===== config.mk =====
export PLATFORM = sky130hd
export DESIGN_NAME = board_fifo_reader_flat
export DESIGN_NICKNAME = d
export VERILOG_FILES = /design/src/rtl/board_fifo_reader_if.sv /design/src/rtl/board_fifo_reader.sv /design/src/flat_wrapper.sv
export SDC_FILE = /design/constraint.sdc
export NUM_CORES = 1
export LEC_CHECK = 0
export BUFFER_PORTS_ARGS = -buffer_cell sky130_fd_sc_hd__buf_2
export CORE_MARGIN = 2
export CORE_UTILIZATION = 33
export CTS_BUF_LIST = sky130_fd_sc_hd__clkbuf_2 sky130_fd_sc_hd__clkbuf_4 sky130_fd_sc_hd__clkbuf_8
export DETAILED_ROUTE_END_ITERATION = 10
export SETUP_SLACK_MARGIN = 0.2
export SYNTH_ARGS = -nofsm -noshare
export SYNTH_HDL_FRONTEND = slang
export SYNTH_SLANG_ARGS = --single-unit

===== constraint.sdc =====
create_clock -name clock -period 11.96 [get_ports clock]
set_input_delay 2.392 -clock clock [delete_from_list [all_inputs] [get_ports clock]]
set_output_delay 2.392 -clock clock [all_outputs]
set_load 0.1 [all_outputs]

===== src/rtl/board_fifo_reader_if.sv =====
// rtl/board_fifo_reader_if.sv - SpyBuffer read side, framed output stream and counters of one board reader
//
// Purpose: bundles every non-clock signal of board_fifo_reader.
// Signals:
//   fifo_empty        SpyBuffer empty flag (toward reader)
//   fifo_read_data    SpyBuffer read data, valid one cycle after fifo_read_enable
//   fifo_read_enable  read request to the SpyBuffer (from reader)
//   out_data/out_valid/out_sop/out_eop  head of the output buffer (from reader)
//   out_ready         downstream accept (toward reader)
//   in_event          header accepted, footer not yet accepted
//   event_count/word_count/error_count  free-running statistics
// Modports: master = reader side, slave = SpyBuffer + downstream side.
interface board_fifo_reader_if #(
  parameter int DATA_WIDTH  = 65,
  parameter int COUNT_WIDTH = 32
);
  logic                   fifo_empty;
  logic [DATA_WIDTH-1:0]  fifo_read_data;
  logic                   fifo_read_enable;
  logic [DATA_WIDTH-1:0]  out_data;
  logic                   out_valid;
  logic                   out_ready;
  logic                   out_sop;
  logic                   out_eop;
  logic                   in_event;
  logic [COUNT_WIDTH-1:0] event_count;
  logic [COUNT_WIDTH-1:0] word_count;
  logic [COUNT_WIDTH-1:0] error_count;

  modport master (
    input  fifo_empty, fifo_read_data, out_ready,
    output fifo_read_enable, out_data, out_valid, out_sop, out_eop,
           in_event, event_count, word_count, error_count
  );

  modport slave (
    output fifo_empty, fifo_read_data, out_ready,
    input  fifo_read_enable, out_data, out_valid, out_sop, out_eop,
           in_event, event_count, word_count, error_count
  );
endinterface


===== src/rtl/board_fifo_reader.sv =====
// rtl/board_fifo_reader.sv - drains one SpyBuffer FIFO into a framed valid/ready word stream
//
// Purpose: issues SpyBuffer reads against its one-cycle read latency, rebuilds
// event framing from the metadata flag (top bit), buffers up to two words for
// back-pressure and keeps event/word/error counters.
// Ports:
//   clock  rising-edge clock for all logic
//   reset  asynchronous, active-high; clears all state and blocks reads
//   bus    board_fifo_reader_if.master (SpyBuffer read side, output stream, counters)
module board_fifo_reader #(
  parameter int DATA_WIDTH  = 65,
  parameter int COUNT_WIDTH = 32
) (
  input  logic                 clock,
  input  logic                 reset,
  board_fifo_reader_if.master  bus
);

  typedef enum logic {
    ST_IDLE     = 1'b0,
    ST_IN_EVENT = 1'b1
  } state_e;

  state_e                              state_q, state_d;
  logic                                in_event_q;
  logic                                inflight_q;
  logic [1:0][DATA_WIDTH-1:0]          buf_data_q;
  logic [1:0]                          buf_sop_q;
  logic [1:0]                          buf_eop_q;
  logic                                rd_ptr_q;
  logic                                wr_ptr_q;
  logic [1:0]                          occ_q, occ_d;
  logic [COUNT_WIDTH-1:0]              event_count_q;
  logic [COUNT_WIDTH-1:0]              word_count_q;
  logic [COUNT_WIDTH-1:0]              error_count_q;

  logic       ret_meta;
  logic       push, drop, push_sop, push_eop;
  logic       pop;
  logic       out_valid;
  logic [2:0] credit_used;
  logic       rd_en;

  assign ret_meta  = bus.fifo_read_data[DATA_WIDTH-1];
  assign out_valid = (occ_q != 2'd0);
  assign pop       = out_valid & bus.out_ready;

  // Framing decision for the word returning this cycle (read issued last cycle).
  always_comb begin
    push     = 1'b0;
    drop     = 1'b0;
    push_sop = 1'b0;
    push_eop = 1'b0;
    state_d  = state_q;
    if (inflight_q) begin
      case (state_q)
        ST_IDLE: begin
          if (ret_meta) begin
            push     = 1'b1;
            push_sop = 1'b1;
            state_d  = ST_IN_EVENT;
          end else begin
            drop = 1'b1;
          end
        end
        ST_IN_EVENT: begin
          push = 1'b1;
          if (ret_meta) begin
            push_eop = 1'b1;
            state_d  = ST_IDLE;
          end
        end
        default: state_d = ST_IDLE;
      endcase
    end
  end

  // Every outstanding read owns a buffer slot until it returns, so the buffer
  // never overflows; a popping head frees its slot for a read in the same cycle.
  assign credit_used = 3'(occ_q) + 3'(inflight_q) - 3'(pop);
  assign rd_en       = ~reset & ~bus.fifo_empty & (credit_used < 3'd2);

  always_comb begin
    occ_d = occ_q;
    case ({push, pop})
      2'b10:   occ_d = occ_q + 2'd1;
      2'b01:   occ_d = occ_q - 2'd1;
      default: occ_d = occ_q;
    endcase
  end

  always_ff @(posedge clock or posedge reset) begin
    if (reset) begin
      state_q       <= ST_IDLE;
      in_event_q    <= 1'b0;
      inflight_q    <= 1'b0;
      buf_data_q    <= '0;
      buf_sop_q     <= '0;
      buf_eop_q     <= '0;
      rd_ptr_q      <= 1'b0;
      wr_ptr_q      <= 1'b0;
      occ_q         <= 2'd0;
      event_count_q <= '0;
      word_count_q  <= '0;
      error_count_q <= '0;
    end else begin
      state_q    <= state_d;
      in_event_q <= (state_d == ST_IN_EVENT);
      inflight_q <= rd_en;
      occ_q      <= occ_d;
      if (push) begin
        buf_data_q[wr_ptr_q] <= bus.fifo_read_data;
        buf_sop_q[wr_ptr_q]  <= push_sop;
        buf_eop_q[wr_ptr_q]  <= push_eop;
        wr_ptr_q             <= ~wr_ptr_q;
      end
      if (pop) begin
        rd_ptr_q     <= ~rd_ptr_q;
        word_count_q <= word_count_q + COUNT_WIDTH'(1);
        if (buf_eop_q[rd_ptr_q]) begin
          event_count_q <= event_count_q + COUNT_WIDTH'(1);
        end
      end
      if (drop) begin
        error_count_q <= error_count_q + COUNT_WIDTH'(1);
      end
    end
  end

  // Head fields are forced to zero when the buffer is empty so stale slots never show.
  assign bus.fifo_read_enable = rd_en;
  assign bus.out_valid        = out_valid;
  assign bus.out_data         = out_valid ? buf_data_q[rd_ptr_q] : '0;
  assign bus.out_sop          = out_valid & buf_sop_q[rd_ptr_q];
  assign bus.out_eop          = out_valid & buf_eop_q[rd_ptr_q];
  assign bus.in_event         = in_event_q;
  assign bus.event_count      = event_count_q;
  assign bus.word_count       = word_count_q;
  assign bus.error_count      = error_count_q;

endmodule

===== src/flat_wrapper.sv =====
// flat-port wrapper written by rule: the top's interface ports become plain ports
module board_fifo_reader_flat 
#(
  parameter int DATA_WIDTH  = 65,
  parameter int COUNT_WIDTH = 32
)
  (clock, reset, bus_fifo_empty, bus_fifo_read_data, bus_out_ready, bus_fifo_read_enable, bus_out_data, bus_out_valid, bus_out_sop, bus_out_eop, bus_in_event, bus_event_count, bus_word_count, bus_error_count);
  board_fifo_reader_if #(.DATA_WIDTH(DATA_WIDTH), .COUNT_WIDTH(COUNT_WIDTH)) bus_i ();
  input  logic clock;
  input  logic reset;
  input wire logic [$bits(bus_i.fifo_empty)-1:0] bus_fifo_empty;
  input wire logic [$bits(bus_i.fifo_read_data)-1:0] bus_fifo_read_data;
  input wire logic [$bits(bus_i.out_ready)-1:0] bus_out_ready;
  output wire logic [$bits(bus_i.fifo_read_enable)-1:0] bus_fifo_read_enable;
  output wire logic [$bits(bus_i.out_data)-1:0] bus_out_data;
  output wire logic [$bits(bus_i.out_valid)-1:0] bus_out_valid;
  output wire logic [$bits(bus_i.out_sop)-1:0] bus_out_sop;
  output wire logic [$bits(bus_i.out_eop)-1:0] bus_out_eop;
  output wire logic [$bits(bus_i.in_event)-1:0] bus_in_event;
  output wire logic [$bits(bus_i.event_count)-1:0] bus_event_count;
  output wire logic [$bits(bus_i.word_count)-1:0] bus_word_count;
  output wire logic [$bits(bus_i.error_count)-1:0] bus_error_count;
  assign bus_i.fifo_empty = bus_fifo_empty;
  assign bus_i.fifo_read_data = bus_fifo_read_data;
  assign bus_i.out_ready = bus_out_ready;
  assign bus_fifo_read_enable = bus_i.fifo_read_enable;
  assign bus_out_data = bus_i.out_data;
  assign bus_out_valid = bus_i.out_valid;
  assign bus_out_sop = bus_i.out_sop;
  assign bus_out_eop = bus_i.out_eop;
  assign bus_in_event = bus_i.in_event;
  assign bus_event_count = bus_i.event_count;
  assign bus_word_count = bus_i.word_count;
  assign bus_error_count = bus_i.error_count;
  board_fifo_reader #(.DATA_WIDTH(DATA_WIDTH), .COUNT_WIDTH(COUNT_WIDTH)) u_core (.clock(clock), .reset(reset), .bus(bus_i));
endmodule

== Word-level counts from Yosys, hierarchy flattened ==
Cells that the tools add are included.
Storage, ports and cells
  word-level logic and storage cells: 65
  flip-flop bits (word level): 236
  input port bits: 69
  output and inout port bits: 166
Operators by class
  bitwise operators: 10
  reduce and logical (&&, ||, !) cells: 4
  magnitude comparators: 4
  add/sub/neg operators: 7
  muxes and demuxes: 26
  equality and inequality tests: 2
Operators with widths (count)
  65-bit 2-to-1 mux: 4
  130-bit bitwise mux: 1
  32-bit by 1-bit adder with 32-bit output (second input constant): 3
  65-bit demux with 1-bit select: 1
  1-bit 2-to-1 mux: 14
  1-bit AND: 5
  1-bit inverter: 5
  2-bit bitwise mux: 2
  1-bit by 2-bit less-than comparator with 1-bit output (second input constant): 2
  1-bit one-hot mux with 2 select lines: 2
  2-bit one-hot mux with 2 select lines: 1
  2-bit nonzero test: 2
  2-bit by 1-bit adder with 3-bit output: 1
  3-bit by 2-bit less-than comparator with 1-bit output (second input constant): 1
  3-bit by 1-bit subtractor with 3-bit output: 1
  2-bit by 1-bit adder with 2-bit output (second input constant): 1
  2-bit by 1-bit == test with 1-bit output (second input constant): 1
  2-bit == test (second input constant): 1
  2-bit AND reduction: 1
  2-bit by 1-bit subtractor with 2-bit output (second input constant): 1
  1-bit demux with 1-bit select: 1
  1-bit >= comparator (second input constant): 1
  1-bit logical AND: 1

== Longest topological paths before layout ==
  depth in word-level cells: 5
  depth in mapped cells: 7
  mapped depth without buffers: 6

== Worst setup path before layout ==
Ideal clock, no wire load.
  path kind: input to output
  start point: input bus_out_ready
  end point: output bus_fifo_read_enable
  cell stages on the path: 6
  setup slack: 3.078 ns
  path buffers: 1
  arrival time: 6.490 ns
  data required time: 9.568 ns
  path through: buf_2 > o21ai_2 > nor2_1 > fa_1 > xor2_1 > nor4b_1
Between the ends
  word-level cells in the longest chain between the ends: 4
Ends and longest elaborated chain
  start: declaration: RTL line flat_wrapper.sv:13  | input wire logic [$bits(bus_i.out_ready)-1:0] bus_out_ready;
  1-bit AND: RTL line board_fifo_reader.sv:46  | assign pop = out_valid & bus.out_ready;
  3-bit by 1-bit subtractor with 3-bit output: RTL line board_fifo_reader.sv:80  | assign credit_used = 3'(occ_q) + 3'(inflight_q) - 3'(pop);
  3-bit by 2-bit less-than comparator with 1-bit output: RTL line board_fifo_reader.sv:81  | assign rd_en = ~reset & ~bus.fifo_empty & (credit_used < 3'd2);
  1-bit AND: RTL line board_fifo_reader.sv:81
  end: declaration: RTL line flat_wrapper.sv:14  | output wire logic [$bits(bus_i.fifo_read_enable)-1:0] bus_fifo_read_enable;
No other way between the ends.

== Worst setup path in the final report ==
Ends and elaborated chain as after synthesis.

==> report_table.html <==
<table>
<tr><th>Metric</th><th>Value</th></tr>
<tr><th colspan="2">Global routing</th></tr>
<tr><td>Wire length of the first global-routing pass</td><td>40.6 mm</td></tr>
<tr><td>Vias in the first global route</td><td>7682</td></tr>
<tr><td>Total global routing overflow</td><td>0</td></tr>
<tr><td>GRT Total Usage</td><td>14.9%</td></tr>
<tr><td>Largest net degree at the start of global routing</td><td>90</td></tr>
<tr><td>Initial antenna violation count</td><td>2</td></tr>
<tr><th colspan="2">Floorplan</th></tr>
<tr><td>Horizontal die dimension</td><td>184 um</td></tr>
<tr><td>Initial standard-cell utilization of the core</td><td>33.6%</td></tr>
<tr><td>Die height</td><td>184 um</td></tr>
<tr><td>Core Area</td><td>31600 sq um</td></tr>
<tr><td>Die area</td><td>33700 sq um</td></tr>
<tr><td>Number of placement rows</td><td>65</td></tr>
<tr><td>Top-Level Pins</td><td>235</td></tr>
<tr><th colspan="2">Timing</th></tr>
<tr><td>Minimum clock period after layout</td><td>6.63 ns</td></tr>
<tr><td>Worst clock skew</td><td>0.0335 ns</td></tr>
<tr><td>Slew Viols, Final</td><td>0</td></tr>
<tr><td>Hold violation total from the final report</td><td>0</td></tr>
<tr><td>Ratio of final minimum period to clock period</td><td>55.4%</td></tr>
<tr><td>RSZ-0062 raised after global routing</td><td>false</td></tr>
<tr><td>Worst relative slew slack</td><td>18.0%</td></tr>
<tr><td>Fin Setup TNS</td><td>0 ns</td></tr>
<tr><td>Final setup vio count</td><td>0</td></tr>
<tr><td>Highest Clock Rate</td><td>151 MHz</td></tr>
<tr><td>Actual transition at the worst max-transition pin</td><td>1.22 ns</td></tr>
<tr><th colspan="2">CTS</th></tr>
<tr><td>Post-CTS Resized</td><td>0</td></tr>
<tr><td>Sink count of the clock tree</td><td>236</td></tr>
<tr><td>Clock-pin slew on the worst setup and hold paths</td><td>0.06 ns</td></tr>
<tr><td>Number of buffers inserted for hold repair after clock tree synthesis</td><td>0</td></tr>
<tr><td>Clock tree root driver cell</td><td>sky130_fd_sc_hd__clkbuf_8</td></tr>
<tr><td>TritonCTS clock tree</td><td>done</td></tr>
<tr><td>TritonCTS Buffers</td><td>43</td></tr>
<tr><td>Clock Latency Late Sink</td><td>0.54 ns</td></tr>
<tr><td>Bufs on Longest Clock Path</td><td>3</td></tr>
<tr><td>Post-CTS Repair Setup Buffers</td><td>0</td></tr>
<tr><td>Htree depth</td><td>2</td></tr>
<tr><th colspan="2">Yosys</th></tr>
<tr><td>Top post-synthesis cells by area</td><td>sky130_fd_sc_hd__dfrtp_1, sky130_fd_sc_hd__mux2_2, sky130_fd_sc_hd__mux2i_1</td></tr>
<tr><td>Area leader, netlist</td><td>sky130_fd_sc_hd__dfrtp_1</td></tr>
<tr><td>Syn_area_per_cell</td><td>12.4 sq um</td></tr>
<tr><td>Number of warnings reported in the yosys synthesis log</td><td>0</td></tr>
<tr><td>Primary flip-flop cell chosen by synthesis mapping</td><td>sky130_fd_sc_hd__dfrtp_1</td></tr>
<tr><td>Seq/Total Area, Yosys</td><td>55.5%</td></tr>
<tr><td>Distinct cell type count after synthesis</td><td>37</td></tr>
<tr><td>Number of enable-type register cells in the synthesized netlist</td><td>0</td></tr>
<tr><td>Number of register bits inferred by synthesis</td><td>236</td></tr>
<tr><td>Fraction of post-synthesis cell area in the top cell type by area</td><td>55.5%</td></tr>
<tr><td>Post-Synthesis Cells</td><td>858</td></tr>
<tr><td>Share of synthesized registers carrying an async set or reset</td><td>100%</td></tr>
<tr><td>Synthesized netlist net count</td><td>934</td></tr>
<tr><td>Summed instance area of the synthesized netlist</td><td>10600 sq um</td></tr>
<tr><th colspan="2">Cells and area</th></tr>
<tr><td>Share of layout cells above drive strength 1</td><td>40.7%</td></tr>
<tr><td>Total of fill cells in the finished design</td><td>3099</td></tr>
<tr><td>Most used cells in the layout excluding fill and tap cells</td><td>sky130_fd_sc_hd__dfrtp_1, sky130_fd_sc_hd__buf_2, sky130_fd_sc_hd__mux2_2</td></tr>
<tr><td>Post-synthesis to final-layout area growth</td><td>23.4%</td></tr>
<tr><td>Most common cell after layout, fill and taps aside</td><td>sky130_fd_sc_hd__dfrtp_1</td></tr>
<tr><td>Final-stage net count</td><td>1178</td></tr>
<tr><td>Final cell area excluding filler cells</td><td>13100 sq um</td></tr>
<tr><th colspan="2">Hold path</th></tr>
<tr><td>Worst hold path startpoint</td><td>u_core.bus.event_count[31]$_DFFE_PP0P_</td></tr>
<tr><td>Endpoint with the worst hold slack</td><td>u_core.bus.event_count[31]$_DFFE_PP0P_</td></tr>
<tr><td>Hold crit path type</td><td>flip-flop to flip-flop</td></tr>
<tr><td>WHS Path Cells</td><td>1</td></tr>
<tr><th colspan="2">Setup path</th></tr>
<tr><td>CP endpoint kind</td><td>primary output</td></tr>
<tr><td>Reg2Reg Capture Point</td><td>u_core.bus.event_count[30]$_DFFE_PP0P_</td></tr>
<tr><td>Top cell family by delay on the critical path</td><td>buffers and inverters</td></tr>
<tr><td>Critical path arrival</td><td>4.23 ns</td></tr>
<tr><td>Required time of the critical path</td><td>9.57 ns</td></tr>
<tr><td>Slowest CP cell</td><td>sky130_fd_sc_hd__buf_2</td></tr>
<tr><td>Reg2Reg Launch Point</td><td>u_core.rd_ptr_q$_DFFE_PP0P_</td></tr>
<tr><td>Register-to-register path setup slack</td><td>8.54 ns</td></tr>
<tr><td>Crit-path max FO</td><td>8</td></tr>
<tr><td>Buffers &amp; Inverters on Critical Path</td><td>2</td></tr>
<tr><td>Class of the most critical setup path</td><td>input port to primary output</td></tr>
<tr><td>Most prevalent standard cell on the critical path</td><td>sky130_fd_sc_hd__buf_2</td></tr>
<tr><td>Delay of the slowest cell on the worst path</td><td>0.49 ns</td></tr>
<tr><td>Ordered list of cells on the worst path</td><td>buf_2, o21ai_2, nor2_1, fa_1, xor2_1, nor4b_1, buf_2</td></tr>
<tr><td>Type of element launching the critical path</td><td>input port</td></tr>
<tr><td>R2R depth</td><td>5</td></tr>
<tr><th colspan="2">Detailed routing</th></tr>
<tr><td># DRC</td><td>0</td></tr>
<tr><td>Detailed route wirelength on metal3</td><td>1.79 mm</td></tr>
<tr><td>Routed met1 length</td><td>10.9 mm</td></tr>
<tr><td>Routed wire length</td><td>25.2 mm</td></tr>
<tr><td>Via-to-Cell Ratio</td><td>4.88</td></tr>
<tr><td>Detailed-routing iteration count for the pre-antenna-repair pass</td><td>4</td></tr>
<tr><td>Remaining antenna violation count</td><td>0</td></tr>
<tr><td>Avg WL per Cell</td><td>16.4 um</td></tr>
<tr><td>Via Count</td><td>7504</td></tr>
<tr><td>Sum of met2 wire segment lengths after detailed routing</td><td>12.1 mm</td></tr>
<tr><td>Violation count after the first detailed-routing iteration</td><td>292</td></tr>
<tr><td>Highest layer used for signal routing</td><td>met5</td></tr>
<tr><th colspan="2">Place</th></tr>
<tr><td>RePlAce Congestion</td><td>0.779</td></tr>
<tr><td>HPWL after detailed placement</td><td>16.6 mm</td></tr>
<tr><td>Cell area after placement</td><td>12200 sq um</td></tr>
<tr><td>Port Buffer Count</td><td>234</td></tr>
<tr><th colspan="2">Run</th></tr>
<tr><td>Max-cap check violation count</td><td>0</td></tr>
<tr><th colspan="2">Pwr</th></tr>
<tr><td>Leakage dissipation</td><td>6.55 nW</td></tr>
<tr><td>VDD IR-drop max</td><td>0.114 mV</td></tr>
<tr><td>Pwr Density</td><td>274 nW/um^2</td></tr>
<tr><th colspan="2">Status</th></tr>
<tr><td>Run status</td><td>completed</td></tr>
</table>
-- area by class of cell --
| class | instances | area [sq um] | area share, % |
|---|---|---|---|
| Antenna cell | 1 | 2.50 | 0.0191 |
| Multi-Input combinational cell | 567 | 4510 | 34.4 |
| Timing Repair Buffer | 242 | 1230 | 9.38 |
| Clock buffer | 68 | 848 | 6.47 |
| Inverter | 12 | 52.6 | 0.401 |
| Clock inverter | 10 | 58.8 | 0.448 |
| Tap cell | 402 | 503 | 3.83 |
| Sequential cell | 236 | 5910 | 45.0 |
-- power by group --
part / internal [W] / total [W] / switching (W)
logic: 0.000441 / 0.00158 / 0.00114
registers: 0.00105 / 0.00123 / 0.000173
clock network: 0.000452 / 0.000788 / 0.000336
total: 0.00195 / 0.00360 / 0.00165
-- routing by layer --
metal  vias up  global-route usage [%]
met4         2                    4.19
met3        40                    4.71
li1       3497                       -
met1      3771                    18.7
met2       194                    24.9
met5         -                       0
-- worst reg2reg max path, delay by kind of cell (launching register included) --
family        cells  cell delay, ns
simple gates      2            1.33
mux               1            0.36
flops             1            0.83
xor+xnor          1            0.13
buf+inv           1            0.67
-- state kept, by name (all words and copies together) (netlist names) --
| register | count |
|---|---|
| u_core.buf_data_q | 130 |
| u_core.bus.error_count | 32 |
| u_core.bus.event_count | 32 |
| u_core.bus.word_count | 32 |
| u_core.buf_eop_q | 2 |
| u_core.buf_sop_q | 2 |
| u_core.occ_q | 2 |
| u_core.inflight_q | 1 |
| u_core.rd_ptr_q | 1 |
| u_core.state_q | 1 |
| u_core.wr_ptr_q | 1 |
-- worst max-delay path by stage --
stage,from,to,slack [ns],depth (start not counted)
after floorplan,bus_out_ready,bus_fifo_read_enable,3.08,6
after global placement,bus_out_ready,bus_fifo_read_enable,5.31,7
after detailed placement,bus_out_ready,bus_fifo_read_enable,5.32,7
after CTS,bus_out_ready,bus_fifo_read_enable,5.32,7
after global routing,bus_out_ready,bus_fifo_read_enable,5.24,7
final,bus_out_ready,bus_fifo_read_enable,5.33,7
-- kinds of logic after synthesis --
kind of cell | count (synthesis) | synth area share [%]
AND/OR/NAND/NOR | 252 | 12.2
flip-flops | 236 | 55.5
adder cells (fa/ha/maj) | 7 | 0.894
multiplexers | 204 | 20.8
AO/OA/AOI/OAI | 6 | 0.377
buffers and inverters | 55 | 2.15
XOR/XNOR | 98 | 8.07
-- cells in the mapped netlist (2+ instances only) --
cell                         n
sky130_fd_sc_hd__dfrtp_1   236
sky130_fd_sc_hd__mux2_2    136
sky130_fd_sc_hd__nor2_1     82
sky130_fd_sc_hd__mux2i_1    68
sky130_fd_sc_hd__xnor2_1    65
sky130_fd_sc_hd__nand3_1    38
sky130_fd_sc_hd__xor2_1     33
sky130_fd_sc_hd__nand4_1    30
sky130_fd_sc_hd__nand2_1    24
sky130_fd_sc_hd__clkbuf_1   22
sky130_fd_sc_hd__and3_1     21
sky130_fd_sc_hd__nor3_1     19
sky130_fd_sc_hd__and4_1     12
sky130_fd_sc_hd__inv_1      12
sky130_fd_sc_hd__buf_1      10
sky130_fd_sc_hd__buf_2       9
sky130_fd_sc_hd__nor4_1      8
sky130_fd_sc_hd__and2_1      6
sky130_fd_sc_hd__ha_1        6
sky130_fd_sc_hd__nor2b_1     2
sky130_fd_sc_hd__o21ai_0     2
sky130_fd_sc_hd__or4_1       2
-- stage by stage --
stage	utilization [%]	hold slack, ns	instances	worst slack [ns]	power, W
after global routing	41.5	0.506	1537	5.24	0.00379
after floorplan	-	0.450	858	3.08	0.00255
after detailed placement	38.6	0.460	1459	5.32	0.00284
after global placement	38.6	0.458	1459	5.31	0.00282
final	41.5	0.468	1538	5.33	0.00360
after CTS	41.5	0.472	1537	5.32	0.00365
Note: power is estimated with default switching activity, not from simulation.
